`src/rtl/prbs_pkg.sv`:
```
// Shared definitions for the PRBS7 generator/checker slice.
package prbs_pkg;

  // x^7 + x^6 + 1: s[n] = s[n-7] ^ s[n-6]
  localparam int PRBS7_TAP_A = 7;
  localparam int PRBS7_TAP_B = 6;
  localparam int FRAME_W     = 64;
  // Wide enough to hold a violation count of 0..FRAME_W
  localparam int NERR_W      = $clog2(FRAME_W + 1);

  typedef enum logic {
    HUNT   = 1'b0,
    LOCKED = 1'b1
  } prbs_state_e;

endpackage

```
`src/rtl/prbs_popcount.sv`:
```
// Combinational population count of a 64-bit vector as a balanced adder
// tree; each level is only as wide as its partial sums need to be.
module prbs_popcount
  import prbs_pkg::*;
(
  input  logic [FRAME_W-1:0] bits_in,
  output logic [NERR_W-1:0]  count
);

  logic [1:0] l1 [32];
  logic [2:0] l2 [16];
  logic [3:0] l3 [8];
  logic [4:0] l4 [4];
  logic [5:0] l5 [2];

  // Pairwise sums, one tree level per loop
  always_comb begin
    for (int i = 0; i < 32; i++) l1[i] = {1'b0, bits_in[2*i]} + {1'b0, bits_in[2*i+1]};
    for (int i = 0; i < 16; i++) l2[i] = {1'b0, l1[2*i]} + {1'b0, l1[2*i+1]};
    for (int i = 0; i < 8; i++)  l3[i] = {1'b0, l2[2*i]} + {1'b0, l2[2*i+1]};
    for (int i = 0; i < 4; i++)  l4[i] = {1'b0, l3[2*i]} + {1'b0, l3[2*i+1]};
    for (int i = 0; i < 2; i++)  l5[i] = {1'b0, l4[2*i]} + {1'b0, l4[2*i+1]};
    count = {1'b0, l5[0]} + {1'b0, l5[1]};
  end

endmodule

```
`config.mk`:
```
export PLATFORM = sky130hd
export DESIGN_NAME = prbs_popcount
export DESIGN_NICKNAME = d
export VERILOG_FILES = /design/src/rtl/prbs_pkg.sv /design/src/rtl/prbs_popcount.sv
export SDC_FILE = /design/constraint.sdc
export NUM_CORES = 1
export LEC_CHECK = 0
export BUFFER_PORTS_ARGS = -buffer_cell sky130_fd_sc_hd__buf_4
export CORE_UTILIZATION = 52
export DETAILED_ROUTE_END_ITERATION = 6
export PLACE_DENSITY_LB_ADDON = 0.05
export SLEW_MARGIN = 5
export SYNTH_ARGS = -nofsm -noshare
export SYNTH_HDL_FRONTEND = slang
export SYNTH_SLANG_ARGS = --single-unit
```
`constraint.sdc`:
```
create_clock -name vclk -period 11.3
set_clock_uncertainty 0.1 [all_clocks]
set_input_delay 2.26 -clock vclk [all_inputs]
set_output_delay 2.26 -clock vclk [all_outputs]
set_load 0.005 [all_outputs]
```
==> results.json <==
{
  "fin_util_pct": 74.7,
  "wl_per_cell_microns": 9.51,
  "path_max_fanout": 3,
  "dieArea_sq_um": 3560,
  "clock.fmax_mhz": 97.6,
  "drt_wl_total_mm": 2.73,
  "first_pass_iters": 4,
  "critPathRequiredTime_ps": 8940,
  "postCtsSetupBuffers": 0,
  "seqCellArea_sq_um": 0,
  "drive_gt1_share_pct": 30.5,
  "worstSetupPathType": "in2out",
  "cts_resized": 0,
  "drv_cap": 0,
  "place_area_sq_um": 2320,
  "start_kind": "input pin",
  "routed_via_density": 4.41,
  "syn-num-nets": 305,
  "hold_viol_final": 0,
  "grt_overflow": 0,
  "layout-area-overhead-vs-synth_pct": 34.0,
  "rsz0062_at_grt": "no",
  "maxSlewViolCount": 0,
  "setup_violations": 0,
  "finalSetupTns_ps": 0,
  "die_x_microns": 59.7,
  "yosysSeqAreaShare_pct": 0,
  "status": "completed",
  "slew_headroom_pct": 78.1,
  "initial_core_util_pct": 55.7,
  "fin_area_sq_um": 2320,
  "drc": 0,
  "grtUsageTotal_pct": 16.7,
  "crit_path_max_incr_delay_ps": 520,
  "dp_hpwl_mm": 2.73,
  "grt_pass1_vias": 1302,
  "netlist_instances": 172,
  "ctsHoldBuffers": 0,
  "grt_start_max_net_pins": 6,
  "hp-class": "in2out",
  "tightest_slew_ps": 327,
  "crit_family": "adder cells",
  "gp_congestion": 0.647,
  "fillers": 263,
  "synth.distinct_cells": 19,
  "crit_top_cell": "fa_1",
  "critPathSlowestCell": "fa_1",
  "final_cell_mix": "inv_1 (84), buf_4 (71), fa_1 (54), ha_1 (15), a21oi_1 (3)",
  "avgSynthCellArea_sq_um": 10.1,
  "fin_crit_ps": 10240,
  "drt-initial-drc-count": 23,
  "grt_pass1_wl_mm": 4.63,
  "numPortBuffers": 71,
  "ys_warn_count": 0,
  "n_antenna_cell": 0,
  "cp.arrival_ps": 7880,
  "coreArea_sq_um": 3100,
  "path_cells": "buf_4 -> fa_1 -> inv_1 -> fa_1 -> inv_1 -> fa_1 -> inv_1 -> fa_1 -> inv_1 -> fa_1 -> inv_1 -> fa_1 -> fa_1 -> fa_1 -> inv_1 -> ha_1 -> fa_1 -> a211o_2 -> a21oi_1 -> o21bai_1 -> buf_4",
  "postRouteAntennaNets": 0,
  "clock_buffers": 0,
  "antenna_found_initial": 0,
  "nNetsFinal": 378,
  "seq_cell_count": 0,
  "syn-cell-area_sq_um": 1730,
  "end_kind": "output pin",
  "vias": 1266,
  "cp_num_buf_inv": 8,
  "pin_count": 71,
  "fin_crit_sh_pct": 90.6,
  "num_rows": 20,
  "final_common_cell": "inv_1",
  "fp.dieH_microns": 59.7
}
## path summary, 6_finish.rpt
kind                  slack (ps)         from  depth (start not counted)        to
worst max-delay path        1060  bits_in[53]                         21  count[6]
worst min-delay path        4710   bits_in[2]                          3  count[0]
## cell families (layout without fill, tap and decap cells)
logic type	count (synthesis)	after routing	share of synthesized area, %
compound gates	14	14	6.22
xor+xnor	2	2	1.01
fa+ha+maj	69	69	73.4
buf+inv	84	155	18.2
simple gates	3	3	1.16
## area by class of cell
type	count	area, sq um	area share [%]
inverter	84	315	13.6
timing repair buffer	71	533	23.0
tap	44	55.1	2.38
multi-input combinational	88	1410	61.0
## metrics by stage
stage / worst slack (ps) / hold slack, ps / cells
after floorplan: 1480 / 4540 / 172
after global placement: 1070 / 4710 / 287
after detailed placement: 1040 / 4720 / 287
after CTS: 1020 / 4710 / 287
after global routing: 830 / 4720 / 287
final: 1060 / 4710 / 287
## layer usage
metal | wire length, microns | global-route usage, % | vias up
li1 | - | - | 612
met1 | 959 | 18.8 | 614
met2 | 1610 | 34.4 | 38
met3 | 143 | 1.30 | 2
met4 | 15 | 1.66 | 0
met5 | 0 | 0 | -
## Yosys cell counts
library cell / instances / share of area [%]
inv_1: 84 / 18
fa_1: 54 / 63
ha_1: 15 / 11
a21oi_1: 3 / 0.87
a211oi_1: 2 / 0.87
a2111oi_1: 1 / 0.58
a211o_2: 1 / 0.58
a21o_1: 1 / 0.43
a21o_2: 1 / 0.51
nand3b_1: 1 / 0.43
nor2_1: 1 / 0.22
nor4b_1: 1 / 0.51
o211a_1: 1 / 0.58
o21a_1: 1 / 0.43
o21ai_2: 1 / 0.51
o21bai_1: 1 / 0.43
o31ai_1: 1 / 0.43
xnor2_1: 1 / 0.51
xor2_1: 1 / 0.51
Power is left out: the tool's default activity adds up to more than one toggle a clock period on the data nets, which glitch-free logic cannot reach.
